<file path="src/rtl/scan_pkg.sv">
// Shared types and constants for the channel scan sequencer.
package scan_pkg;

  localparam int unsigned CHAN_W    = 3;
  localparam int unsigned DWELL_W   = 8;
  localparam logic [CHAN_W-1:0] LAST_CHAN = 3'd7;

  typedef enum logic [1:0] {
    StIdle,
    StScan,
    StBlank,
    StDone
  } scan_state_e;

  // A programmed dwell of zero behaves as a single-cycle dwell.
  function automatic logic [DWELL_W-1:0] eff_dwell(input logic [DWELL_W-1:0] d);
    return (d == '0) ? DWELL_W'(1) : d;
  endfunction

endpackage

</file>
<file path="src/rtl/dwell_counter.sv">
// Loadable down-counter; tc_o is high while the count sits at zero.
module dwell_counter
  import scan_pkg::*;
#(
  parameter int unsigned Width = DWELL_W
) (
  input  logic             clk,
  input  logic             rst,
  input  logic             load_i,
  input  logic [Width-1:0] load_val_i,
  input  logic             en_i,
  output logic             tc_o
);

  logic [Width-1:0] cnt_q, cnt_d;

  assign tc_o = (cnt_q == '0);

  // Load has priority; decrement stops at zero.
  always_comb begin
    cnt_d = cnt_q;
    if (load_i) begin
      cnt_d = load_val_i;
    end else if (en_i && !tc_o) begin
      cnt_d = cnt_q - Width'(1);
    end
  end

  // Count register with synchronous reset.
  always_ff @(posedge clk) begin
    if (rst) begin
      cnt_q <= '0;
    end else begin
      cnt_q <= cnt_d;
    end
  end

endmodule

</file>
<file path="src/rtl/scan_sequencer.sv">
// Channel scan sequencer driving a 3-to-8 decoder select bus.
// Optional feature: define SCAN_BLANK_EN to insert a blank (decoder disabled)
// cycle on every channel advance.
module scan_sequencer
  import scan_pkg::*;
(
  input  logic               clk,
  input  logic               rst,
  input  logic               start,
  input  logic               stop,
  input  logic               mode,
  input  logic [DWELL_W-1:0] dwell,
  output logic               sel_A,
  output logic               sel_B,
  output logic               sel_C,
  output logic               sel_E,
  output logic [CHAN_W-1:0]  chan,
  output logic               busy,
  output logic               done
);

  scan_state_e        state_q, state_d;
  logic [CHAN_W-1:0]  chan_q, chan_d;
  logic [DWELL_W-1:0] dwell_q, dwell_d;
  logic               mode_q, mode_d;
  logic               sel_e_q, sel_e_d;
  logic               busy_q, busy_d;
  logic               done_q, done_d;

  logic               cnt_load;
  logic [DWELL_W-1:0] cnt_load_val;
  logic               cnt_en;
  logic               cnt_tc;

  dwell_counter #(
    .Width(DWELL_W)
  ) u_dwell_counter (
    .clk       (clk),
    .rst       (rst),
    .load_i    (cnt_load),
    .load_val_i(cnt_load_val),
    .en_i      (cnt_en),
    .tc_o      (cnt_tc)
  );

  // Next state and next registered outputs; the counter is loaded with
  // dwell-1 so terminal count lands on the last cycle of each channel.
  always_comb begin
    state_d      = state_q;
    chan_d       = chan_q;
    dwell_d      = dwell_q;
    mode_d       = mode_q;
    sel_e_d      = 1'b0;
    busy_d       = 1'b0;
    done_d       = 1'b0;
    cnt_load     = 1'b0;
    cnt_load_val = dwell_q - DWELL_W'(1);
    cnt_en       = 1'b0;

    unique case (state_q)
      StIdle: begin
        if (start && !stop) begin
          state_d      = StScan;
          chan_d       = '0;
          sel_e_d      = 1'b1;
          busy_d       = 1'b1;
          dwell_d      = eff_dwell(dwell);
          mode_d       = mode;
          cnt_load     = 1'b1;
          cnt_load_val = eff_dwell(dwell) - DWELL_W'(1);
        end
      end

      StScan: begin
        if (stop) begin
          state_d = StIdle;
        end else begin
          busy_d = 1'b1;
          if (!cnt_tc) begin
            sel_e_d = 1'b1;
            cnt_en  = 1'b1;
          end else if (chan_q == LAST_CHAN && mode_q) begin
            state_d = StDone;
            done_d  = 1'b1;
          end else begin
            // 3-bit increment wraps 7 -> 0 for continuous mode.
            chan_d   = chan_q + CHAN_W'(1);
            cnt_load = 1'b1;
`ifdef SCAN_BLANK_EN
            state_d  = StBlank;
            sel_e_d  = 1'b0;
`else
            sel_e_d  = 1'b1;
`endif
          end
        end
      end

      StBlank: begin
        // Counter was reloaded on entry and holds here.
        if (stop) begin
          state_d = StIdle;
        end else begin
          state_d = StScan;
          sel_e_d = 1'b1;
          busy_d  = 1'b1;
        end
      end

      StDone: begin
        state_d = StIdle;
      end

      default: begin
        state_d = StIdle;
      end
    endcase
  end

  // State and output registers; reset overrides everything.
  always_ff @(posedge clk) begin
    if (rst) begin
      state_q <= StIdle;
      chan_q  <= '0;
      dwell_q <= DWELL_W'(1);
      mode_q  <= 1'b0;
      sel_e_q <= 1'b0;
      busy_q  <= 1'b0;
      done_q  <= 1'b0;
    end else begin
      state_q <= state_d;
      chan_q  <= chan_d;
      dwell_q <= dwell_d;
      mode_q  <= mode_d;
      sel_e_q <= sel_e_d;
      busy_q  <= busy_d;
      done_q  <= done_d;
    end
  end

  assign sel_B = chan_q[0];
  assign sel_A = chan_q[1];
  assign sel_C = chan_q[2];
  assign chan  = chan_q;
  assign sel_E = sel_e_q;
  assign busy  = busy_q;
  assign done  = done_q;

endmodule

</file>
<file path="config.mk">
export PLATFORM = sky130hd
export DESIGN_NAME = scan_sequencer
export DESIGN_NICKNAME = d
export VERILOG_FILES = /design/src/rtl/scan_pkg.sv /design/src/rtl/dwell_counter.sv /design/src/rtl/scan_sequencer.sv
export SDC_FILE = /design/constraint.sdc
export NUM_CORES = 1
export LEC_CHECK = 0
export CAP_MARGIN = 20
export CELL_PAD_IN_SITES_DETAIL_PLACEMENT = 0
export CELL_PAD_IN_SITES_GLOBAL_PLACEMENT = 1
export CORE_ASPECT_RATIO = 0.8
export CORE_MARGIN = 8
export CORE_UTILIZATION = 40
export CTS_CLUSTER_DIAMETER = 30
export DETAILED_ROUTE_END_ITERATION = 8
export GPL_TIMING_DRIVEN = 0
export PLACE_DENSITY_LB_ADDON = 0.2
export SYNTH_ARGS = -nofsm -noshare
export SYNTH_HDL_FRONTEND = slang
export SYNTH_HIERARCHICAL = 1
export SYNTH_SLANG_ARGS = --single-unit
</file>
<file path="constraint.sdc">
create_clock -name clk -period 3.14 [get_ports clk]
set_clock_uncertainty 0.15 [all_clocks]
set_input_delay 0.471 -clock clk [delete_from_list [all_inputs] [get_ports clk]]
set_output_delay 0.471 -clock clk [all_outputs]
set_load 0.005 [all_outputs]
</file>
Word level (Yosys, flattened, before mapping)
Cells that the tools add are included.

Flip-flop bits (word level): 25. Output and inout bits: 9. RAM bits: 0. Latch bits: 0. Memories: 0. Memory bits (read-only): 0. Input bits: 13.

Bitwise gates (word level): 2. Reductions and logical operators: 15. Multipliers: 0. Divide/modulo/power cells: 0. Eq/ne operators: 10. Mux-type cells: 30. Magnitude comparators: 0. Add/sub/neg operators: 4. Shift operators: 0.

Operators with widths (number): 8-bit two-way mux (5); 8-bit by 1-bit subtractor with 8-bit output (second input constant) (3); 8-bit zero test (2); 1-bit two-way mux (12); 3-bit two-way mux (4); 2-bit two-way mux (4); 2-bit inequality test (second input constant) (4); 2-bit case mux with 4 select lines (1); 3-bit inequality test (second input constant) (2); 3-bit case mux with 2 select lines (1); 5-bit AND reduction (1); 2-bit == test (second input constant) (2); 1-bit case mux with 2 select lines (2); 2-bit nonzero test (2); 4-bit OR reduction (1); 3-bit by 1-bit adder with 3-bit output (second input constant) (1); 3-bit == test (second input constant) (1); 1-bit logical AND (3); 1-bit case mux with 3 select lines (1); 3-bit AND reduction (1); 2-bit by 1-bit == test with 1-bit output (second input constant) (1); 1-bit zero test (2); 2-bit zero test (1); 1-bit NOT (2); 2 further kinds (2).

Logic depth before layout (Yosys ltp)
Gate-level depths: netlist of run 1.

Word-level depth: 7. Depth in mapped cells: 10.

Cells and area by module
Netlist of run 1, hierarchy kept.

By module, submodules not included: scan_sequencer (instances 1, cells each 144, seq. area each 340.3 µm², area an instance 1122.3 µm²); dwell_counter (instances 1, cells each 59, seq. area each 160.2 µm², area an instance 515.5 µm²).

Worst setup path before layout of run 1
OpenSTA, ideal clock, no wires.

Path kind: register to register. Start: register u_dwell_counter.cnt_q[2]. End: register u_dwell_counter.cnt_q[1]. Path slack: 0.411 ns. Arrival time: 2.445 ns. Setup time: 0.134 ns. Stages on the path, launching flop included: 9. Clock period less this slack: 2.729 ns. Data required time: 2.856 ns. Path through: dfxtp_1 or4_4 nor4_1 a21bo_2 o21ai_0 clkbuf_1 clkinv_1 nand4b_1 o211ai_1.

RTL lines: from (decl) (line dwell_counter.sv:15) `logic [Width-1:0] cnt_q, cnt_d;`; from (signal assigned) (line dwell_counter.sv:34) `cnt_q <= cnt_d;`; 8-bit zero test (*) (line dwell_counter.sv:17) `assign tc_o = (cnt_q == '0);`; net cnt_tc (line scan_sequencer.sv:33) `logic cnt_tc;`; 1-bit two-way mux (*) (line scan_sequencer.sv:79) `if (!cnt_tc) begin`; 1-bit two-way mux (*) (line scan_sequencer.sv:75) `if (stop) begin`; 1-bit case mux with 2 select lines (*) (line scan_sequencer.sv:60) `unique case (state_q)`; net cnt_load (line scan_sequencer.sv:30) `logic cnt_load;`; 8-bit two-way mux / 2-bit nonzero test (equally long branches).

Mark *: on every way through the listed nets, which the timed path passes. The rest lies on a longest branch. A chain may end at the register's enable or synchronous reset.

Worst setup path in the final report of run 1
Start: register u_dwell_counter.cnt_q[2]. End: register u_dwell_counter.cnt_q[0].

The elaborated chain is that of the path after synthesis.

==> results of run 1 <==
==> cell type report <==
| cell class | instances | area share, % |
|---|---|---|
| multi-input combinational | 155 | 53.2 |
| buffer | 10 | 2.68 |
| clock inverter | 1 | 0.255 |
| timing repair buffer | 20 | 10.2 |
| inverter | 13 | 2.49 |
| tap | 55 | 3.51 |
| clock buffer | 3 | 2.11 |
| sequential | 25 | 25.5 |
==> metrics by stage <==
step	setup slack (ps)	setup TNS (ps)	power, mW	std cells
2_1_floorplan	411	0	0.568	203
3_3_place_gp	-13.5	-20.3	0.637	278
3_5_place_dp	-142	-635	0.648	278
4_1_cts	11.1	0	0.853	282
5_1_grt	57.7	0	0.897	282
6_report	261	0	0.840	282
==> cells by family (layout without fill, tap and decap cells) <==
| logic type | Yosys count | in the layout | synth area share (%) |
|---|---|---|---|
| compound gates | 46 | 46 | 19.4 |
| xor+xnor | 11 | 11 | 5.88 |
| fa+ha+maj | 10 | 10 | 7.64 |
| buf+inv | 23 | 47 | 6.19 |
| flops | 25 | 25 | 30.6 |
| mux | 5 | 5 | 3.13 |
| simple gates | 83 | 83 | 27.2 |
==> sequential cells by signal, summed over array words and instances (netlist names) <==
name	cells
mode_q	1
busy	1
state_q	2
dwell_q	8
chan	3
done	1
u_dwell_counter/cnt_q	8
sel_E	1
==> per-layer routing <==
layer	vias to the layer above	global-route usage (%)	wire [um]
li1	768	-	-
met5	-	0	0
met3	2	4.27	172
met1	667	16.9	1960
met2	19	21.7	1810
met4	0	2.66	14
==> synth_stat cells (5+ instances only) <==
master	count	area (sq um)
nand2_1	30	113
dfxtp_1	25	500
a21oi_1	17	85.1
nor2_1	15	56.3
inv_1	12	45.0
ha_1	10	125
o21ai_0	9	45.0
nor3_1	7	35.0
nand2b_1	6	37.5
xor2_1	6	52.6
o31ai_1	5	37.5
xnor2_1	5	43.8
==> worst max-delay path, cell delays in order (launching register included) <==
cell and delay, ps:
dfxtp_1 370, or4_4 600, nor4_2 350, a21bo_2 290, o21ai_0 250, clkbuf_1 350, inv_2 160, nor2_1 170
a211oi_2 60
==> power by group through the flow <==
stage,clock network [mW],logic [mW],registers [mW]
2_1_floorplan,0,0.196,0.372
3_5_place_dp,0,0.269,0.379
4_1_cts,0.207,0.275,0.372
5_1_grt,0.217,0.304,0.376
3_3_place_gp,0,0.261,0.377
6_report,0.194,0.274,0.372
==> worst paths after layout <==
check                           depth (start not counted)                     start                        to  slack (ps)
worst max-delay path                                    8  u_dwell_counter/cnt_q[2]  u_dwell_counter/cnt_q[0]         260
worst min-delay path                                    2                dwell_q[7]                dwell_q[7]         320
worst max register to register                          8  u_dwell_counter/cnt_q[2]  u_dwell_counter/cnt_q[0]         260
worst min register to register                          2                dwell_q[7]                dwell_q[7]         320
==> what timing repair did <==
action,in CTS,in global routing
resized for setup,1,1
pin swaps,0,0
endpoints found under the setup margin,5,5
setup buffers,0,0
==> qor.yml, run 1 <==
status:
  status: "completed"
sta:
  max_slew_margin_pct: 65.0
  rsz0062_at_grt: "no"
  setup_viol: 0
  worst_pin_slew_ps: 523
  timing_hold_violations_final: 0
  drv_slew: 0
  fin_crit_sh_pct: 91.7
  clock.fmax_mhz: 347
  whs_ps: 323
  period_needed_ps: 2880
floorplanning:
  die_w_um: 87.5
  ios: 22
  start_util_pct: 42.5
  core_area_sq_um: 3850
  die_h_um: 73.2
  die_area_sq_um: 6410
  rows: 20
worst_setup_path:
  worstSetupPathType: "flop to flop"
  end_kind: "flop"
  startpoint_type: "flop"
  crit_arrival_ps: 2880
  critical_path_peak_fanout: 10
  critPathRequiredTime_ps: 3140
synth:
  async_flop_share_pct: 0
  synth_nets: 226
  synth_edf_count: 0
  synth-main-ff-cell: "dfxtp_1"
  avgSynthCellArea_sq_um: 8.07
  yosysUniqueCellTypes: 43
  ys_ff_latch: 25
  ys_warn_count: 6
  synth_cells: 203
  syn-cell-area_sq_um: 1640
  synth-seq-area-share_pct: 30.6
drt:
  postRouteAntennaNets: 0
  drc: 0
  initialDrtViolationCount: 26
  vias_per_cell: 5.16
  num_vias: 1456
  firstDrtPassIters: 4
  wl_per_cell_um: 14.0
  wl_um: 3950
pwr:
  clkPwrFrac_pct: 23.2
  power_density_nw_per_um2: 429
  intPower_mw: 0.555
  peakVddDrop_mv: 0.264
  p_comb_share_pct: 32.6
  seqPwrFrac_pct: 44.2
  leakage_nw: 0.715
  switchingPower_mw: 0.286
  swShare_pct: 34.0
final_layout:
  final_cell_mix: "nand2_1, dfxtp_1, clkdlybuf4s50_1, a21oi_1, nor2_1"
  syn2layout_area_growth_pct: 19.6
  drive_gt1_share_pct: 11.5
  fin_util_pct: 50.8
  design_area_sq_um: 1960
  nFillCells: 391
  multi_input_comb_area_sq_um: 1040
  nNetsFinal: 251
  insertedDiodeCount: 0
  register_area_sq_um: 500
  final_common_cell: "nand2_1"
placed_design:
  detailed_place_hpwl_um: 3100
  gp_congestion: 0.864
  port_buffers: 20
  placed_area_sq_um: 1910
global_route:
  globalRouteTotalUtil_pct: 13.4
  grt_pass1_vias: 1483
  antenna_found_initial: 0
  grt_overflow: 0
  grt_pass1_wl_um: 6820
  grt_max_degree: 15
clock_tree:
  cts_tree: "built"
  clk_latency_ps: 270
  cts_buffers: 3
  hold_buffers: 0
  cts_root_buffer: "clkbuf_8"
  cts-htree-levels: 1
  path_clk_slew_ps: 90
  clock_tree.buffer_depth: 2
  clock-sinks: 25
flow_run:
  cap_violations: 0
worst_hold_path:
  hp-class: "flop to flop"
Power figures use the tool's default switching activity.
==> run 2: changes to the inputs <==
--- a/config.mk
+++ b/config.mk
@@ -14,7 +14,9 @@
 export CTS_CLUSTER_DIAMETER = 30
 export DETAILED_ROUTE_END_ITERATION = 8
 export GPL_TIMING_DRIVEN = 0
+export MAX_ROUTING_LAYER = met4
 export PLACE_DENSITY_LB_ADDON = 0.2
+export REMOVE_ABC_BUFFERS = 1
 export SYNTH_ARGS = -nofsm -noshare
 export SYNTH_HDL_FRONTEND = slang
 export SYNTH_HIERARCHICAL = 1
==> constraint.sdc (replaced) <==
create_clock -name clk -period 3.14 [get_ports clk]
set_clock_uncertainty 0.15 [all_clocks]
set_input_delay 0.471 -clock clk [delete_from_list [all_inputs] [get_ports clk]]
set_output_delay 0.471 -clock clk [all_outputs]
set_load 0.05 [all_outputs]
==> qor.yml, run 2 (synthesis gave the netlist of run 1 again) <==
placed_design:
  gp_congestion: 0.819  # -5.2%
  detailed_place_hpwl_um: 2940  # -5.3%
  port_buffers: 21  # +5.0%
sta:
  max_slew_margin_pct: 56.0  # -9.0 points
  clock.fmax_mhz: 341  # -1.9%
  rsz0062_at_grt: "no"
  worst_pin_slew_ps: 658  # +135 ps
  setup_viol: 0  # unchanged
  timing_hold_violations_final: 0  # unchanged
  fin_crit_sh_pct: 93.4  # +1.8 points
  tns_ps: 0  # unchanged
  drv_slew: 0  # unchanged
  period_needed_ps: 2930  # +55.3 ps
floorplanning:
  die_area_sq_um: 6410  # unchanged
  core_area_sq_um: 3850  # unchanged
  die_h_um: 73.2  # unchanged
  ios: 22  # unchanged
  rows: 20  # unchanged
  start_util_pct: 42.5  # unchanged
  die_w_um: 87.5  # unchanged
final_layout:
  drive_gt1_share_pct: 9.59  # -1.9 points
  register_area_sq_um: 500  # unchanged
  final_common_cell: "nand2_1"
  multi_input_comb_area_sq_um: 1050  # +0.36%
  nNetsFinal: 243  # -3.2%
  fin_util_pct: 50.6  # -0.23 points
  insertedDiodeCount: 0  # unchanged
  final_cell_mix: "nand2_1, dfxtp_1, clkdlybuf4s50_1, a21oi_1, nor2_1"
  nFillCells: 387  # -1.0%
  syn2layout_area_growth_pct: 19.1
worst_setup_path:
  critical_path_peak_fanout: 11  # +1
  worstRegToRegCells: 7  # -1
  crit_arrival_ps: 2950  # +70 ps
  r2r_end: "u_dwell_counter/cnt_q[1]"
  worstReg2RegStart: "u_dwell_counter/cnt_q[2]"
  worstSetupPathType: "flop to flop"
  critPathRequiredTime_ps: 3150  # about the same
  startpoint_type: "flop"
  r2r_slack_ps: 210  # -60 ps
  end_kind: "flop"
worst_hold_path:
  hp-class: "flop to flop"
  hold_end: "dwell_q[7]"
  holdPathStages: 2  # unchanged
  min_from: "dwell_q[7]"
drt:
  wl_um: 3950  # about the same
  postRouteAntennaNets: 0  # unchanged
  vias_per_cell: 5.49  # +6.4%
  firstDrtPassIters: 6  # +2
  initialDrtViolationCount: 44  # +69%
  wl_per_cell_um: 14.4  # +3.0%
  drc: 0  # unchanged
  num_vias: 1505  # +3.4%
clock_tree:
  cts_root_buffer: "clkbuf_8"
  cts_resized: 2  # +1
  clock-sinks: 25  # unchanged
  cts-htree-levels: 1  # unchanged
  clock_tree.buffer_depth: 2  # unchanged
  hold_buffers: 0  # unchanged
  path_clk_slew_ps: 90  # about the same
  cts_tree: "built"
  post_cts_buffers: 0  # unchanged
  clk_latency_ps: 270  # about the same
  cts_buffers: 3  # unchanged
global_route:
  grt_overflow: 0  # unchanged
  grt_max_degree: 30  # +15
  antenna_found_initial: 0  # unchanged
  grt_pass1_wl_um: 6710  # -1.5%
  grt_pass1_vias: 1444  # -2.6%
  globalRouteTotalUtil_pct: 13.5  # +0.070 points
status:
  status: "completed"
pwr:
  seqPwrFrac_pct: 43.0  # -1.2 points
  intPower_mw: 0.558  # +0.67%
  totalPowerFinal_mw: 0.864  # +2.9%
  peakVddDrop_mv: 0.309  # +17%
  switchingPower_mw: 0.306  # +7.2%
  clkPwrFrac_pct: 23.0  # -0.2 points
  swShare_pct: 35.4  # +1.4 points
  power_density_nw_per_um2: 443  # +3.3%
  leakage_nw: 0.694  # -2.9%
  p_comb_share_pct: 34.0  # +1.4 points
flow_run:
  cap_violations: 0  # unchanged
## run 2: worst max-delay path by stage
stage	startpoint	endpoint	slack (ps)	cells past startpoint
floorplan	u_dwell_counter/cnt_q[2]	u_dwell_counter/cnt_q[1]	70	7
global placement	u_dwell_counter/cnt_q[2]	u_dwell_counter/cnt_q[1]	-500	7
detailed placement	u_dwell_counter/cnt_q[2]	u_dwell_counter/cnt_q[1]	-630	7
CTS	u_dwell_counter/cnt_q[2]	u_dwell_counter/cnt_q[1]	40	7
global route	u_dwell_counter/cnt_q[2]	u_dwell_counter/cnt_q[5]	7	7
finish	u_dwell_counter/cnt_q[2]	u_dwell_counter/cnt_q[1]	210	7
## run 2: final cells by class
type	instances	area share (%)
clock buffers	4	2.31
inverters	13	2.69
multi-input cells	155	53.6
flip-flops and latches	25	25.7
well taps	55	3.53
repair buffers	22	12.2
## run 2: metrics by stage
step	hold slack, ps	instance area, sq um	setup slack, ps	cells
after floorplan	288	1590	67.0	193
after global placement	302	1860	-499	269
after detailed placement	320	1860	-631	269
after CTS	333	1910	43.9	273
after global routing	361	1950	7.21	274
final	325	1950	206	274
## run 2: per-layer routing
metal | global-route usage [%] | vias up | wire [um]
met4 | 3.42 | 0 | 29
met5 | - | - | 0
met2 | 20.6 | 36 | 1720
met1 | 17.7 | 714 | 2090
li1 | - | 750 | -
met3 | 2.70 | 5 | 117
## run 2: worst max-delay path, cell delays in order (launching register included)
cell        delay [ps]
dfxtp_1            370
or4_4              600
nor4_2             370
a21bo_2            310
o21ai_2            400
clkinvlp_4         340
nand4b_1           180
o211ai_1           100
## run 2: power by group through the flow
stage	combinational [mW]	sequential, mW	clock, mW
finish	0.294	0.372	0.199
floorplan	0.188	0.383	0
global placement	0.269	0.376	0
CTS	0.283	0.370	0.207
global route	0.325	0.376	0.216
detailed placement	0.278	0.378	0
